[src/rtl/reset_sync_pkg.sv]
`default_nettype none
// ============================================================================
//  Module      : reset_sync_pkg
//  Description : Shared types and helpers for the reset_sync_bank reset
//                conditioner: per-channel state encoding, width helper and
//                the largest supported hold-off count.
//  Revision    : 1.0  initial release
// ============================================================================
package reset_sync_pkg;

    // Largest hold-off count a channel can be configured with.
    localparam int HOLD_MAX = 255;

    typedef enum logic [1:0] {
        ASSERT   = 2'd0,  // request active or synchroniser still filling
        HOLDOFF  = 2'd1,  // synchronised release seen, stretching
        WAIT     = 2'd2,  // stretched, waiting for upstream channel
        RELEASED = 2'd3   // reset deasserted
    } chan_state_e;

    // Ceiling log2 with a floor of 1, so a zero-range counter still has a bit.
    function automatic int clog2_min1(input int value);
        int w;
        w = 0;
        for (int i = 0; i < 31; i++) begin
            if ((1 << i) < value) begin
                w = i + 1;
            end
        end
        return (w < 1) ? 1 : w;
    endfunction

endpackage
`default_nettype wire

[src/rtl/reset_sync_chan.sv]
`default_nettype none
// ============================================================================
//  Module      : reset_sync_chan
//  Description : One reset channel: asynchronous assertion, STAGES-deep
//                release synchroniser, HOLD-cycle stretch, optional release
//                permit from an upstream channel, and output polarity.
//  Ports       : clk_i          clock
//                rst_i          active-high async request (clears all flops)
//                permit_i       1 = channel may release on the next edge
//                rst_out_o      conditioned reset, polarity OUT_ACTIVE_LOW
//                rst_active_o   1 = channel held in reset
//  Revision    : 1.0  initial release
// ============================================================================
module reset_sync_chan
    import reset_sync_pkg::*;
#(
    parameter int STAGES         = 2,
    parameter int HOLD           = 8,
    parameter bit OUT_ACTIVE_LOW = 1'b1
) (
    input  logic clk_i,
    input  logic rst_i,
    input  logic permit_i,
    output logic rst_out_o,
    output logic rst_active_o
);

    localparam int              CW        = clog2_min1(HOLD + 1);
    localparam logic [CW-1:0]   HOLD_LAST = (HOLD > 0) ? CW'(HOLD - 1) : '0;
    localparam logic [CW-1:0]   HOLD_SAT  = CW'(HOLD);
    localparam logic            ASSERTED  = !OUT_ACTIVE_LOW;

    // Release synchroniser; the first stage samples a constant 1.
    (* ASYNC_REG = "TRUE" *) logic [STAGES-1:0] sync_q;
    logic [STAGES-1:0] sync_d;

    chan_state_e       state_q, state_d;
    logic [CW-1:0]     cnt_q, cnt_d;
    logic              out_q, out_d;
    logic              active_q, active_d;
    logic              ready;

    always_ff @(posedge clk_i or posedge rst_i) begin
        if (rst_i) begin
            sync_q   <= '0;
            state_q  <= ASSERT;
            cnt_q    <= '0;
            out_q    <= ASSERTED;
            active_q <= 1'b1;
        end else begin
            sync_q   <= sync_d;
            state_q  <= state_d;
            cnt_q    <= cnt_d;
            out_q    <= out_d;
            active_q <= active_d;
        end
    end

    always_comb begin
        sync_d  = {sync_q[STAGES-2:0], 1'b1};
        state_d = state_q;
        cnt_d   = cnt_q;
        ready   = 1'b0;

        case (state_q)
            ASSERT: begin
                if (sync_q[STAGES-1]) begin
                    if (HOLD == 0) begin
                        ready = 1'b1;
                    end else begin
                        state_d = HOLDOFF;
                        cnt_d   = '0;
                    end
                end
            end
            HOLDOFF: begin
                if (cnt_q != HOLD_SAT) begin
                    cnt_d = cnt_q + 1'b1;
                end
                // The edge that advances cnt to HOLD is also the edge that
                // leaves HOLDOFF, so WAIT is skipped when release is permitted
                // and the overall latency stays STAGES+HOLD+1 edges.
                if (cnt_q == HOLD_LAST) begin
                    ready = 1'b1;
                end
            end
            WAIT: begin
                ready = 1'b1;
            end
            RELEASED: begin
                state_d = RELEASED;
            end
            default: begin
                state_d = ASSERT;
            end
        endcase

        if (ready) begin
            state_d = permit_i ? RELEASED : WAIT;
        end

        // Outputs come straight from flops so release is glitch-free.
        active_d = (state_d != RELEASED);
        out_d    = active_d ? ASSERTED : !ASSERTED;
    end

    assign rst_out_o    = out_q;
    assign rst_active_o = active_q;

endmodule
`default_nettype wire

[src/rtl/reset_sync_bank.sv]
`default_nettype none
// ============================================================================
//  Module      : reset_sync_bank
//  Description : Multi-channel reset conditioner. Each channel is asserted
//                asynchronously, released synchronously to clk_i and
//                stretched by HOLD cycles; optional ordered release 0->NCH-1.
//  Ports       : clk_i          clock
//                asyncreset_i   global async active-high reset, all channels
//                rst_in_i       per-channel requests, polarity IN_ACTIVE_LOW
//                rst_out_o      conditioned resets, polarity OUT_ACTIVE_LOW
//                rst_active_o   1 = channel held in reset
//                all_released_o 1 = every channel released
//  Revision    : 1.0  initial release
// ============================================================================
module reset_sync_bank
    import reset_sync_pkg::*;
#(
    parameter int             NCH            = 4,
    parameter int             STAGES         = 2,
    parameter int             HOLD           = 8,
    parameter logic [NCH-1:0] IN_ACTIVE_LOW  = {NCH{1'b1}},
    parameter logic [NCH-1:0] OUT_ACTIVE_LOW = {NCH{1'b1}},
    parameter bit             SEQ            = 1'b0
) (
    input  logic           clk_i,
    input  logic           asyncreset_i,
    input  logic [NCH-1:0] rst_in_i,
    output logic [NCH-1:0] rst_out_o,
    output logic [NCH-1:0] rst_active_o,
    output logic           all_released_o
);

    localparam int HOLD_C = (HOLD > HOLD_MAX) ? HOLD_MAX : HOLD;

    logic [NCH-1:0] req;
    logic [NCH-1:0] permit;
    logic [NCH-1:0] active;

    // Normalise every request to active-high and fold in the global reset.
    assign req = {NCH{asyncreset_i}} | (rst_in_i ^ IN_ACTIVE_LOW);

    generate
        for (genvar i = 0; i < NCH; i++) begin : g_chan
            if (i == 0 || !SEQ) begin : g_free
                assign permit[i] = 1'b1;
            end else begin : g_seq
                // Only gates release; a later upstream re-assert leaves an
                // already released channel alone.
                assign permit[i] = ~active[i-1];
            end

            reset_sync_chan #(
                .STAGES         (STAGES),
                .HOLD           (HOLD_C),
                .OUT_ACTIVE_LOW (OUT_ACTIVE_LOW[i])
            ) u_chan (
                .clk_i        (clk_i),
                .rst_i        (req[i]),
                .permit_i     (permit[i]),
                .rst_out_o    (rst_out_o[i]),
                .rst_active_o (active[i])
            );
        end
    endgenerate

    assign rst_active_o   = active;
    assign all_released_o = ~|active;

endmodule
`default_nettype wire
[config.mk]
export PLATFORM = sky130hd
export DESIGN_NAME = reset_sync_bank
export DESIGN_NICKNAME = d
export VERILOG_FILES = /design/src/rtl/reset_sync_pkg.sv /design/src/rtl/reset_sync_chan.sv /design/src/rtl/reset_sync_bank.sv
export SDC_FILE = /design/constraint.sdc
export NUM_CORES = 1
export LEC_CHECK = 0
export CAP_MARGIN = 20
export CORE_MARGIN = 1
export CORE_UTILIZATION = 55
export DETAILED_ROUTE_END_ITERATION = 7
export DONT_BUFFER_PORTS = 1
export GPL_ROUTABILITY_DRIVEN = 0
export PLACE_DENSITY_LB_ADDON = 0.3
export SLEW_MARGIN = 20
export SYNTH_ARGS = -nofsm -noshare
export SYNTH_HDL_FRONTEND = slang
export SYNTH_SLANG_ARGS = --single-unit
[constraint.sdc]
create_clock -name clk_i -period 1.7 [get_ports clk_i]
set_input_delay 0.085 -clock clk_i [delete_from_list [all_inputs] [get_ports clk_i]]
set_output_delay 0.085 -clock clk_i [all_outputs]
set_load 0.1 [all_outputs]
Word-level counts from Yosys, hierarchy flattened. Index checks and enable logic that the tools add are counted.

Add/sub/neg operators: 4. Multiply operators: 0. Div/mod/pow operators: 0. Magnitude comparators: 0. Eq/ne operators: 32. Shift operators: 0. Multiplexer cells: 36. Bitwise operators: 2. Reductions and logical operators: 14.

Operators by type and width (count): $mux 4 (8); $pmux 4 s2 (4); $add 4x1->4 const B (4); $eq 2x2->1 const B (8); $eq 4x3->1 const B (4); $mux 2 (8); $ne 2x1->1 const B (8); $ne 4x4->1 const B (4); $pmux 2 s2 (4); $reduce_and 3->1 (4); $eq 2x1->1 const B (4); $logic_not 2->1 (4); $mux 1 (8); $ne 2x2->1 const B (4); $pmux 1 s2 (4); $reduce_bool 2->1 (4); $not 4->4 (1); $or 4x4->4 (1); $reduce_or 4->1 (1); $logic_not 1->1 (1).

Bits in registers: 40. Bits in latches: 0. Memory bits (writable): 0. ROM bits: 0. Input port bits: 6. Logic and storage cells: 108. Memories: 0.

Longest topological paths before layout. Gate-level depths: netlist of the first run.

Word-level depth: 6. Depth in mapped cells: 6. Depth with buffers taken out: 5.

Hierarchy. Synthesis of the first run repeated with hierarchy kept, for this count alone.

Cells, all modules: 218. Area, all modules: 2208.4 µm².

By module, submodules not included: reset_sync_chan (times used 4, cells an instance 53, area each 541.8 µm², sequential area each 251.5 µm²); reset_sync_bank (times used 1, cells an instance 6, area each 41.3 µm², sequential area each 0.0 µm²).

Least setup slack after synthesis of the first run. No wires, ideal clock.

Path type: flip-flop to output port. Start: reg g_chan[1].u_chan.active_q. End: out all_released_o. Data arrival time: 3.261 ns. Slack: -1.646 ns. Cell stages (with the launch flop): 2. Buffers on the path: 0. Cells stage by stage: dfstp_2 > nor4_1.

Longest elaborated chain between the ends: 2.

Ends and longest elaborated chain: start: declaration (RTL line reset_sync_chan.sv:40) `logic active_q, active_d;`; start signal: assignment (RTL line reset_sync_chan.sv:55) `active_q <= active_d;`; $reduce_or 4->1 (RTL line reset_sync_bank.sv:67) `assign all_released_o = ~|active;`; $logic_not 1->1 (RTL line reset_sync_bank.sv:67); end: declaration (RTL line reset_sync_bank.sv:30) `output logic all_released_o`.

Every way passes these cells.

Worst setup path after layout of the first run.
Start: reg g_chan[1].u_chan.state_q[0]. End: reg g_chan[1].u_chan.cnt_q[3].

Longest elaborated chain between the ends: 3.

Ends and longest elaborated chain: start: declaration (RTL line reset_sync_chan.sv:37) `chan_state_e state_q, state_d;`; start signal: assignment (RTL line reset_sync_chan.sv:52) `state_q <= state_d;`; $eq 2x1->1 or $logic_not 2->1 (tied branches) (RTL line reset_sync_chan.sv:65) `case (state_q)`; $ne 2x1->1 (no source line) or $reduce_bool 2->1 (tied branches); $reduce_and 3->1 (no source line); end signal: assignment (RTL line reset_sync_chan.sv:53) `cnt_q <= cnt_d;`; end: declaration (RTL line reset_sync_chan.sv:38) `logic [CW-1:0] cnt_q, cnt_d;`.

Several ways; a longest one is shown, not always the timed one. A chain may end at the register's enable or synchronous reset.

==> results.md, run 1 <==
- By startpoint and endpoint, the worst setup path is classified as register to register.
- The category of cells accounting for the largest share of critical-path delay is compound AO/OA/AOI/OAI gates.
- The routed via count is 1594.
- The data arrival time at the worst-slack endpoint is ~1.8 ns.
- The number of max-slew violations in the final report is 0.
- The flow ran to the end, and the final reports show no timing, DRC or antenna violations.
- Sequential cells were found to cover 45.6% of the synthesized design area.
- After synthesis the cells add up to about 2200 um2.
- In the final routing, the length of wire on met1 measures between 1500 and 2000 um.
- In the routed design, unresolved DRC markers number 0.
- Using the TritonRoute via totals, the vias-per-cell ratio works out to between 5 and 6.
- The region available for standard cell placement spans approximately 3700 um2.
- The signal on the critical path passes through buf_4 > ha_1 > buf_4 > a41o_1 > a211o_1.
- Across all register-to-register paths, the minimum setup slack is around 0.055 ns.
- The final period demand of the worst path is between 1.5 and 2 ns.
- The async set or reset register ratio after synthesis is 100%.
- The initial standard-cell utilization of the core is between 50 and 60%.
- The number of global-route vias before repair is approximately 1600.
- A synthesized cell averages approximately 11 um2.
- The clock insertion delay at the later pin of the skew report is about 0.3 ns.
- Once detailed placement completed, the half-perimeter wirelength came to approximately 3000 um.
- The highest-delay cell along the critical path is sky130_fd_sc_hd__dfrtp_1.
- Global routing used between 20% and 30% of the available tracks across all layers.
- Measured along the y axis, the die boundary spans between 60 and 70 um.
- The layout net count is 260.
- Counting along the longest clock path gives a buffer depth of 2.
- The tree is rooted in a sky130_fd_sc_hd__clkbuf_8.
- The CTS tree is done.
- The overall overflow remaining after global route is 0.
- The number of clock sinks is 40.
- The first global-routing pass estimated around 7000 um of wire.
- The type of element capturing the critical path is a register.
- The count of input and output buffers is 0.
- Wire segments on met2 add up to 2100 um in the final route.
- After clock tree synthesis, the clock-pin slew on the worst setup and hold paths is 0.08 ns.
- Yosys mapped a number of flops with a built-in enable equal to 0.
- The initial antenna violation count is 0.
- The worst clock skew on the final layout is around 0.0079 ns.
- The post-synthesis register bit count is 40.
- The nature of the critical path startpoint is a register.
- The min-delay analysis places its worst path in the category primary input to asynchronous set/reset pin.
- The detailed-router iteration count before antenna repair is 4.
- During I/O placement, the number of pins put on the boundary was 15.
- Entering global routing, the biggest net connects 14 pins.
- Setup repair after global routing left no endpoint under its margin.
- The commonest non-fill, non-tap cell in the layout is sky130_fd_sc_hd__dfrtp_1.
- The die is 65.3 um wide.
- The floorplan die area is 4270 um2.
- In the layout the commonest cells are sky130_fd_sc_hd__dfrtp_1, sky130_fd_sc_hd__inv_1, sky130_fd_sc_hd__ha_1.
- The dominant synthesized flop cell is sky130_fd_sc_hd__dfrtp_1.
- Of the available clock period, the critical path in the final layout requires between 90% and 100%.
- In this run, the number of DRC markers left after iteration 0 of detailed routing was roughly 130.
- In this run the worst path has a maximum fanout of 7.
- The number of buffers and inverters on the critical path is 2.
- The post-route netlist has 16.0% of its cells at a drive strength greater than 1.
- The number of clock buffers added by TritonCTS is 5.
- The highest layer touched by signal routing is met4.
- The final antenna-violating net count is 0.
- In the final routed layout, each cell accounts on average for ~14 um.
- The fmax is between 0.6 and 0.7 GHz.
- The H-tree was split into 2 levels.
- The largest stage delay on the critical path is approximately 0.43 ns.
- Max-cap violations in this run came to 0.
- The routed design uses 186 um of met3 wire.
- STA puts the critical path data required time at 1.88 ns.
- The number of different library cells used by synthesis comes to 35.
- The number of endpoints with negative hold slack in the final report came to 0.
- During synthesis, Yosys emitted a total of 0 warnings.
- In this run the core area contains 22 standard-cell rows.
- The layout overhead on the synthesized area is 16.6%.
- The final layout contains routed wiring with a total length of ~4000 um.
- The number of standard cells after synthesis is 208.
- Summed over all failing endpoints, the final setup total negative slack is 0 ns.
- The most numerous cell type found on the critical path is sky130_fd_sc_hd__buf_4.
- The antenna diode count is 0.
- The layout has roughly 320 filler cells.
- The count of endpoints failing setup in the final report is 0.
[cell families (layout without fill, tap and decap cells)]
logic type,count (synthesis),after routing,share of synthesized area [%]
AND/OR/NAND/NOR,57,57,15.9
AO/OA/AOI/OAI,45,45,13.7
flip-flops,40,40,45.6
buffers and inverters,32,52,6.87
adder cells (fa/ha/maj),24,24,13.6
multiplexers,8,8,3.63
other,1,4,0.170
XOR/XNOR,1,1,0.397
[through the flow]
| step | instance area [um2] | worst slack, ns | hold WS, ns | cells | utilization [%] |
|---|---|---|---|---|---|
| after floorplan | 2230 | 0.155 | 0.116 | 211 | - |
| after global placement | 2340 | 0.182 | -0.0608 | 265 | 62.5 |
| after detailed placement | 2340 | 0.0647 | -0.0619 | 265 | 62.5 |
| after CTS | 2550 | 0.0413 | 0.172 | 278 | 68.0 |
| after global routing | 2570 | 0.0119 | 0.174 | 279 | 68.6 |
| final | 2570 | 0.0548 | 0.163 | 279 | 68.6 |
[cell type report]
class | count | area (um2) | area share (%)
repair buffers | 21 | 170 | 6.62
multi-input cells | 139 | 1090 | 42.4
well taps | 48 | 60.1 | 2.34
inverters | 23 | 86.3 | 3.36
clock inverters | 3 | 90.1 | 3.51
flip-flops and latches | 40 | 1010 | 39.1
clock buffers | 5 | 68.8 | 2.68
[Yosys cell counts, types with 4 or more instances]
cell,count,area [um2]
sky130_fd_sc_hd__nor2b_1,10,62.6
sky130_fd_sc_hd__ha_1,24,300
sky130_fd_sc_hd__a21oi_1,6,30.0
sky130_fd_sc_hd__nand2_1,10,37.5
sky130_fd_sc_hd__dfrtp_1,36,901
sky130_fd_sc_hd__nand4b_1,5,43.8
sky130_fd_sc_hd__dfstp_2,4,105
sky130_fd_sc_hd__o22ai_1,9,56.3
sky130_fd_sc_hd__nor2_1,5,18.8
sky130_fd_sc_hd__nand3_1,6,30.0
sky130_fd_sc_hd__inv_1,23,86.3
sky130_fd_sc_hd__o21ai_0,13,65.1
sky130_fd_sc_hd__buf_4,8,60.1
sky130_fd_sc_hd__nand2b_1,4,25.0
sky130_fd_sc_hd__mux2i_1,8,80.1
[per-layer routing]
layer | vias up | track usage, %
met4 | 0 | 8.15
met5 | - | 0
met1 | 776 | 21.9
met2 | 36 | 40.5
met3 | 11 | 8.51
li1 | 771 | -
[what timing repair did]
action                                  in CTS  in global routing
gates resized for setup                      0                  5
endpoints found under the setup margin       0                  7
hold buffers                                 5                  0
setup buffers                                0                  1
hold endpoints to repair                    40                  0
[final timing paths]
path | startpoint | endpoint | cells past startpoint
max | g_chan[1].u_chan.state_q[0] | g_chan[1].u_chan.cnt_q[3] | 5
min | rst_in_i[1] | g_chan[1].u_chan.rst_out_o | 2
max reg2reg | g_chan[1].u_chan.state_q[0] | g_chan[1].u_chan.cnt_q[3] | 5
min reg2reg | g_chan[3].u_chan.sync_q[0] | g_chan[3].u_chan.sync_q[1] | 0
max in group asynchronous | asyncreset_i | g_chan[1].u_chan.cnt_q[1] | 4
min in group clk_i | g_chan[3].u_chan.sync_q[0] | g_chan[3].u_chan.sync_q[1] | 0
[flip-flops by register name, summed over array words and instances, names as in the netlist]
signal and count:
g_chan.u_chan.rst_out_o 4, g_chan.u_chan.cnt_q 16, g_chan.u_chan.sync_q 8, g_chan.u_chan.state_q 8, g_chan.u_chan.rst_active_o 4
Power of run 1 is left out: the tool's default activity adds up to more than one toggle a clock period on the data nets, which glitch-free logic cannot reach.
==> run 2: changes to the inputs <==
--- a/config.mk
+++ b/config.mk
@@ -11,7 +11,7 @@
 export DETAILED_ROUTE_END_ITERATION = 7
 export DONT_BUFFER_PORTS = 1
 export GPL_ROUTABILITY_DRIVEN = 0
-export PLACE_DENSITY_LB_ADDON = 0.3
+export PLACE_DENSITY = 0.76
 export SLEW_MARGIN = 20
 export SYNTH_ARGS = -nofsm -noshare
 export SYNTH_HDL_FRONTEND = slang
==> run 2 against run 1 <==
Effect of this change:
- via count rose by 0.25%
- first-iteration DRC count fell by 8.7%
- non-clock buffer count did not move
- die area did not move
- final cell count did not move
- register-to-register slack barely moved
- fmax fell by 0.32%
- sequential share of layout area rose by 0.38 points
- clock skew rose by 0.0019 ns
- critical path type unchanged
==> results.md, run 2 (synthesis results as in run 1) <==
- The run finished with clean final reports.
- Compared with the post-synthesis result, the final layout area differs by 15.4%.
- The aggregate negative setup slack is 0 ns.
- The endpoint identified for the worst register-to-register timing path is g_chan[1].u_chan.cnt_q[3].
- The number of endpoints with negative hold slack in the final report is 0.
- The initial standard-cell utilization of the core is between 50% and 60%.
- The commonest non-fill, non-tap cell in the layout is sky130_fd_sc_hd__dfrtp_1.
- The worst setup path is launched from a register.
- The register with the most flip-flops in the layout has 16 of them.
- The layout net count is between 200 and 300.
- Summing all multi-input logic gate instances after layout gives between 1000 and 1500 um2.
- The slack of the worst reg-to-reg path is around 0.050 ns.
- The root buffer selected by CTS is sky130_fd_sc_hd__clkbuf_8.
- The worst setup path startpoint is g_chan[1].u_chan.state_q[0].
- The per-cell via count in the routed design is 5.73.
- The height of the chip is roughly 65 um.
- In this run the worst hold path is classified as primary input to asynchronous set/reset pin.
- Counting the fill cells in the layout gives a little under 300.
- Global routing finished with a remaining overflow of 0.
- Across all layers, the routed design uses roughly 1600 vias.
- The die covers between 4000 and 5000 um2.
- The type of element capturing the critical path is a register.
- The number of global-route vias before repair is around 1700.
- For the worst flop-to-flop path, the logic depth is 5.
- Cells fill between 60% and 70% of the core in the end.
- The initial antenna violation count is 0.
- The placed cell area is 2340 um2.
- Along the worst path, the maximum fanout reaches 5.
- The routed design has 4300 um of wire.
- The number of DRC markers in iteration 0 is between 100 and 150.
- Static timing analysis puts the maximum clock frequency at 0.606 GHz.
- The clock-pin slew reported for the worst setup and hold paths after clock tree synthesis is ~0.080 ns.
- The core region is 3740 um2.
- The highest-delay cell along the critical path is sky130_fd_sc_hd__dfrtp_1.
- Following the worst setup path forward leads to its endpoint at g_chan[1].u_chan.cnt_q[3].
- The worst clock skew on the final layout is ~0.01 ns.
- The number of max-slew violations in the final report was 0.
- The detailed-router iteration count before antenna repair is 4.
- The top cell types in the final layout, fill and taps aside, are sky130_fd_sc_hd__dfrtp_1, sky130_fd_sc_hd__inv_1, sky130_fd_sc_hd__ha_1.
- The first global-routing pass estimated between 7000 and 8000 um of wire.
- Entering global routing, the biggest net connects 13 pins.
- Setup repair after global routing left no endpoint under its margin.
- The number of buffers and inverters on the critical path is 1.
- The share of final-layout standard cells stronger than drive strength 1 is approximately 16%.
- The required time of the critical path is about 1.9 ns.
- In this run the tool buffered the top-level ports with 0 buffer cells.
- The number of clock sinks is 40.
- In this run the critical register-to-register path is launched from g_chan[1].u_chan.state_q[0].
- Global routing used 23.6% of the available tracks.
- During I/O placement, the number of pins put on the boundary was 15.
- The data arrival time at the worst-slack endpoint is between 1.5 and 2 ns.
- Walking the worst path, the cells encountered are inv_1 > ha_1 > mux2i_2 > a41o_1 > a211o_1.
- At the later pin of the worst-skew pair, clock insertion delay measures 0.29 ns.
- The cell depth of the worst setup path is 5.
- TritonCTS created 5 clock buffers.
- The register with the highest flop count is g_chan.u_chan.cnt_q.
- Counting I/O delays and the setup requirement, the final critical path takes approximately 1.7 ns.
- With fillers left out, the area of the finished cells amounts to about 2500 um2.
- The floorplan step set the die width to 65.3 um.
- Max-cap violations in this run came to 0.
- The largest stage delay on the critical path is ~0.42 ns.
- In the final routed layout, each cell accounts on average for 15.4 um.
- In this run the number of H-tree levels came out at 2.
- The clock passes through at most 2 buffers.
- The largest registers in the layout are g_chan.u_chan.cnt_q: 16 flops, g_chan.u_chan.state_q: 8 flops, g_chan.u_chan.sync_q: 8 flops.
- The antenna diode count is 0.
- Across the whole layout, storage elements account for just over 1000 um2.
- The HPWL after detailed placement is ~3000 um.
- The CTS tree is done.
- The critical setup path kind is register to register.
- The post-route fraction of the period consumed by the critical path is 97.1%.
- The final antenna-violating net count is 0.
- In the routed design, unresolved DRC markers number 0.
- The category of cells accounting for the largest share of critical-path delay is compound AO/OA/AOI/OAI gates.
- Setup violations remaining at the end of the flow were counted as 0.
- In this run the core area contains 22 standard-cell rows.
run 2: how the worst min path moves through the flow:
stage / start / endpoint / slack [ns]
detailed placement: asyncreset_i / g_chan[0].u_chan.cnt_q[1] / 0.03
floorplan: asyncreset_i / g_chan[0].u_chan.cnt_q[0] / 0.12
global placement: asyncreset_i / g_chan[2].u_chan.sync_q[1] / 0.03
CTS: rst_in_i[0] / g_chan[0].u_chan.cnt_q[1] / 0.25
finish: rst_in_i[2] / g_chan[2].u_chan.cnt_q[1] / 0.27
global route: rst_in_i[1] / g_chan[1].u_chan.cnt_q[2] / 0.31
run 2: worst register-to-register path, stage by stage (launching register included):
cell,delay [ns]
sky130_fd_sc_hd__dfrtp_1,0.42
sky130_fd_sc_hd__inv_1,0.10
sky130_fd_sc_hd__ha_1,0.26
sky130_fd_sc_hd__mux2i_2,0.19
sky130_fd_sc_hd__a41o_1,0.27
sky130_fd_sc_hd__a211o_1,0.30
run 2: cell type report:
| cell class | count | area share (%) |
|---|---|---|
| clock buffer | 7 | 3.79 |
| tap | 48 | 2.36 |
| inverter | 23 | 3.39 |
| timing repair buffer | 21 | 6.69 |
| clock inverter | 1 | 1.18 |
| multi-input combinational | 139 | 43.1 |
| sequential | 40 | 39.5 |
run 2: layer usage:
metal | global-route usage, % | wire length (um) | up-vias
met5 | 0 | 0 | -
met4 | 10.3 | 106 | 0
met3 | 6.42 | 123 | 12
met2 | 44.3 | 2350 | 27
met1 | 24.0 | 1720 | 785
li1 | - | - | 774
run 2: stage by stage:
stage          hold WS, ns  std cells  worst slack (ns)
6_report             0.270        279            0.0496
2_1_floorplan        0.116        211             0.155
3_3_place_gp        0.0313        265             0.181
3_5_place_dp        0.0322        265            0.0257
4_1_cts              0.252        278            0.0165
5_1_grt              0.308        279           0.00329
run 2: repair_timing:
| item | CTS | global route |
|---|---|---|
| setup endpoints to repair | 2 | 5 |
| endpoints found under the hold margin | 40 | 0 |
| gates resized for setup | 1 | 4 |
| setup buffers | 0 | 1 |
| hold buffers | 5 | 0 |
Power of run 2 is left out for the same reason.
